`src/rtl/mult_ctrl.sv`:
```
// Sequencing controller for a shared matrix-vector multiplier: arbitrates two
// requesters round-robin, loads operands, waits out the multiplier latency and hands off the result.
module mult_ctrl #(
    parameter int N   = 3,
    parameter int LAT = (N > 2) ? N : 2
) (
    input  logic       clk,
    input  logic       reset,
    input  logic [1:0] req,
    output logic [1:0] gnt,
    output logic       sel,
    output logic       ld_en,
    output logic       mult_reset_n,
    output logic       busy,
    output logic       res_valid,
    output logic       res_id,
    input  logic       res_ready
);

    localparam int CW = $clog2(LAT + 1);

    typedef enum logic [1:0] {
        IDLE  = 2'd0,
        LOAD  = 2'd1,
        WAIT  = 2'd2,
        VALID = 2'd3
    } state_t;

    state_t          state_reg, state_next;
    logic            sel_reg, sel_next;
    logic            last_reg, last_next;
    logic [CW-1:0]   cnt_reg, cnt_next;
    logic            mult_reset_n_reg;
    logic            winner;

    // On a tie the requester that was not served most recently wins.
    assign winner = (req[0] && req[1]) ? ~last_reg : req[1];

    always_ff @(posedge clk) begin
        if (reset) begin
            state_reg        <= IDLE;
            sel_reg          <= 1'b0;
            last_reg         <= 1'b1;
            cnt_reg          <= '0;
            mult_reset_n_reg <= 1'b0;
        end else begin
            state_reg        <= state_next;
            sel_reg          <= sel_next;
            last_reg         <= last_next;
            cnt_reg          <= cnt_next;
            mult_reset_n_reg <= 1'b1;
        end
    end

    always_comb begin
        state_next = state_reg;
        sel_next   = sel_reg;
        last_next  = last_reg;
        cnt_next   = cnt_reg;
        case (state_reg)
            IDLE: begin
                if (req != 2'b00) begin
                    state_next = LOAD;
                    sel_next   = winner;
                end
            end
            LOAD: begin
                state_next = WAIT;
                cnt_next   = CW'(LAT);
            end
            WAIT: begin
                // Counter saturates at zero; it is only reloaded on LOAD.
                if (cnt_reg != '0) begin
                    cnt_next = cnt_reg - CW'(1);
                end
                if (cnt_reg == CW'(1)) begin
                    state_next = VALID;
                end
            end
            VALID: begin
                if (res_ready) begin
                    state_next = IDLE;
                    last_next  = sel_reg;
                end
            end
            default: state_next = IDLE;
        endcase
    end

    generate
        for (genvar gi = 0; gi < 2; gi++) begin : g_gnt
            assign gnt[gi] = (state_reg == LOAD) && (sel_reg == 1'(gi));
        end
    endgenerate

    assign sel          = sel_reg;
    assign ld_en        = (state_reg == LOAD);
    assign busy         = (state_reg != IDLE);
    assign res_valid    = (state_reg == VALID);
    assign res_id       = sel_reg;
    assign mult_reset_n = mult_reset_n_reg;

endmodule

```
`config.mk`:
```
export PLATFORM = sky130hd
export DESIGN_NAME = mult_ctrl
export DESIGN_NICKNAME = d
export VERILOG_FILES = /design/src/rtl/mult_ctrl.sv
export SDC_FILE = /design/constraint.sdc
export NUM_CORES = 1
export LEC_CHECK = 0
export ABC_AREA = 1
export ABC_CLOCK_PERIOD_IN_PS = 2450
export CAP_MARGIN = 20
export CORE_AREA = 4 4 41 43
export CTS_CLUSTER_DIAMETER = 60
export DETAILED_ROUTE_END_ITERATION = 10
export DIE_AREA = 0 0 45 47
export HOLD_SLACK_MARGIN = 0.1
export PLACE_DENSITY = 0.68
export SKIP_CTS_REPAIR_TIMING = 1
export SLEW_MARGIN = 5
export SYNTH_ARGS = -nofsm -noshare
export SYNTH_HDL_FRONTEND = slang
export SYNTH_SLANG_ARGS = --single-unit
```
`constraint.sdc`:
```
create_clock -name clk -period 2.45 [get_ports clk]
set_clock_uncertainty 0.2 [all_clocks]
set_input_delay 0.735 -clock clk [delete_from_list [all_inputs] [get_ports clk]]
set_output_delay 0.735 -clock clk [all_outputs]
set_load 0.02 [all_outputs]
```
==> results list <==
* Clk Latency, worst-skew pair: 0.25 ns
- Yosys cell types: 13
- Synthesized cell area: 417 sq um
* Count of vias placed by the detailed router: approximately 380
- The filler cells instantiated in the layout total 136.
- In this run, the number of DRC markers left after iteration 0 of detailed routing was 2.
- Proportion of synthesized chip area in sequential cells: 0.336
* CP bufs+invs: 1
- On the critical path, the stage with the largest delay is an instance of clkdlybuf4s50_1.
- Measured along the y axis, the die boundary spans 47 um.
- Max Clk Rate: 448 MHz
* Die span in x: 45 um
- Half-perimeter wire length after placement: 649 um
- Synthesized net count: 70
- Timing analysis after detailed placement gives a worst setup slack of around 0.16 ns.
* Wire length reported by the detailed router: 837 um
* Met2 demand-to-capacity share in global routing: 0.169
- Instance count after placement with tap cells included: 85
* Post-synthesis area per instance: 7.06 sq um
- In the synthesized netlist, the number of instances is 59.
* Clock Sinks: 7
- Routed vias/inst: 4.25
- Highest fanout seen on the critical path: 6
- TritonCTS clock tree: yes
- Endpoint kind of the worst setup timing path: primary output
- STA classifies the critical path startpoint as a register.
* Maximum buffer depth of the clock tree: 2
* Result of the run: finished, final reports clean
- Number of H-tree levels: 1
- The worst setup path is of the register to primary output kind.
- The sequential cells in the finished layout cover a total of 140 sq um.
- Cell breakdown of the critical path: clkdlybuf4s50_1
- Static Leakage: 0.366 nW
- The total count of max-transition violations in the final report was 0.
- During I/O placement, the number of pins put on the boundary was 13.
* Data required time of the critical path: 1.51 ns
- Antenna-violating nets left: 0
* Cts bufs inserted: 3
- The number of antenna diodes in the final layout is 0.
* Global-route wire length before repair: 1430 um
- Worst min-delay path class: register to register
- For this run, the detailed router's first-pass iteration total came to 4.
- Critical Path AT: 1.30 ns
- Hold Slack: 0.264 ns
* Global routing met3 resource utilization: 0.0460
- Area of the die: 2120 sq um
- Entering global routing, the biggest net connects 7 pins.
- Via count of the first global-routing pass: roughly 340
- Count of final setup violators: 0
* Port bufs: 12
- Met1 capacity usage during global routing: 0.0961
- DRC viols: 0
- At the pin with the least slew margin, the transition time is 0.231 ns.
* P&R area growth vs syn: 40.8%
- Area occupied by multi-input gates: around 220 sq um
- The global routing stage identified its most utilized layer as met2.
- Summed over all layers, the global routing overflow is 0.
- At the end of routability-driven placement, the weighted congestion stood at around 0.71.
- Synthesis inferred 7 register bits.
- The worst-case IR drop observed on VDD is 421 uV.
- Fin crit share: 0.912
* Core area: 1300 sq um
- Delay of the slowest cell on the worst path: 0.63 ns
* CTS clk-pin slew, worst paths: 0.05 ns
- Max-cap viol count: 0
- PnR worst setup slack: 0.215 ns
- Family with the most delay on the worst path: buffers and inverters
- Period minus WS final: 2.23 ns
- The number of antenna violations at the first check in global routing came to 0.
- Starting density of the core: 0.320
- Headroom to the max-slew limit came out at 0.846.
- Average wire length per cell after detail routing: 9.40 um
* RSZ-0062 raised after global routing: no
- In the final layout, the share of cells above drive strength 1 is 0.0811.
- The completed layout was analyzed and its total power is 0.000632 W.
* Yosys Warn Count: 0
- Final net count: 86
* Final count of hold timing violations: 0
* Count of placed standard cells in the final layout, fillers left out: between 80 and 90
* Total number of placement rows: 13
* Power Density: 1080 nW/um^2
* Cell at the root of the clock tree: clkbuf_4
- In the global route stage, overall resource usage came out at 0.0974.
## logic make-up after synthesis
logic type	Yosys count	synth area share
simple gates	24	0.249
buf+inv	15	0.144
compound gates	7	0.0901
flops	7	0.336
fa+ha+maj	6	0.180
## stage by stage
stage	instance area [sq um]	utilization	TNS [ns]
6_report	587	0.451	0
5_1_grt	587	0.451	0
4_1_cts	574	0.441	-0.274
3_5_place_dp	548	0.421	0
3_3_place_gp	548	0.421	0
2_1_floorplan	417	-	0
## synthesized netlist by cell type (all sizes together)
cell,number,area share
inv,14,0.13
nand2,12,0.12
nor2,8,0.078
dfxtp,7,0.34
ha,6,0.18
a21oi,3,0.036
nand3,3,0.036
o21ai,3,0.036
buf,1,0.018
nand4,1,0.015
o21a,1,0.018
## cell usage in the layout (no fill, tap or decap)
| cell | Yosys | routed |
|---|---|---|
| clkdlybuf4s50_1 | 0 | 7 |
| nand4_1 | 1 | 1 |
| nand2_2 | 2 | 2 |
| o21a_1 | 1 | 1 |
| nor2_2 | 1 | 1 |
| dlymetal6s2s_1 | 0 | 5 |
| dfxtp_1 | 7 | 7 |
| inv_1 | 14 | 14 |
| nand2_1 | 10 | 10 |
| o21ai_0 | 3 | 3 |
| ha_1 | 6 | 6 |
| clkbuf_4 | 0 | 3 |
| nand3_1 | 3 | 3 |
| clkbuf_1 | 0 | 1 |
| a21oi_1 | 3 | 3 |
| nor2_1 | 7 | 7 |
## worst paths after layout
check | startpoint | endpoint | slack, ns | depth (start not counted)
worst max-delay path | res_id$_SDFFE_PP0P_ | sel | 0.22 | 1
worst min-delay path | last_reg$_SDFFE_PP1P_ | last_reg$_SDFFE_PP1P_ | 0.26 | 2
worst max register to register | state_reg[0]$_SDFFE_PP0P_ | state_reg[1]$_SDFFE_PP0P_ | 1.06 | 7
worst min register to register | last_reg$_SDFFE_PP1P_ | last_reg$_SDFFE_PP1P_ | 0.26 | 2
## power breakdown
group	internal, W	leakage [nW]	switching [W]
Clock	0.0000623	0.0150	0.0000444
Sequential	0.000151	0.0579	0.0000262
Combinational	0.000152	0.293	0.000197
Total	0.000364	0.366	0.000267
## per-layer routing
layer  share of wire  up-vias  wire (um)
met1            0.41      157        339
met3           0.093        4         78
li1                -      207          -
met5               0        -          0
met4           0.018        0         15
met2            0.48       10        404
## layout make-up
type | instances | area share
clock buffers | 4 | 0.0448
inverters | 14 | 0.0896
multi-input cells | 37 | 0.369
flip-flops and latches | 7 | 0.239
well taps | 15 | 0.0320
repair buffers | 12 | 0.226
## worst min-delay path: cells and delay by family (launching register included)
| family | cells | cell delay [ns] |
|---|---|---|
| flops | 1 | 0.33 |
| simple gates | 2 | 0.10 |
Note: power is estimated with default switching activity, not from simulation.
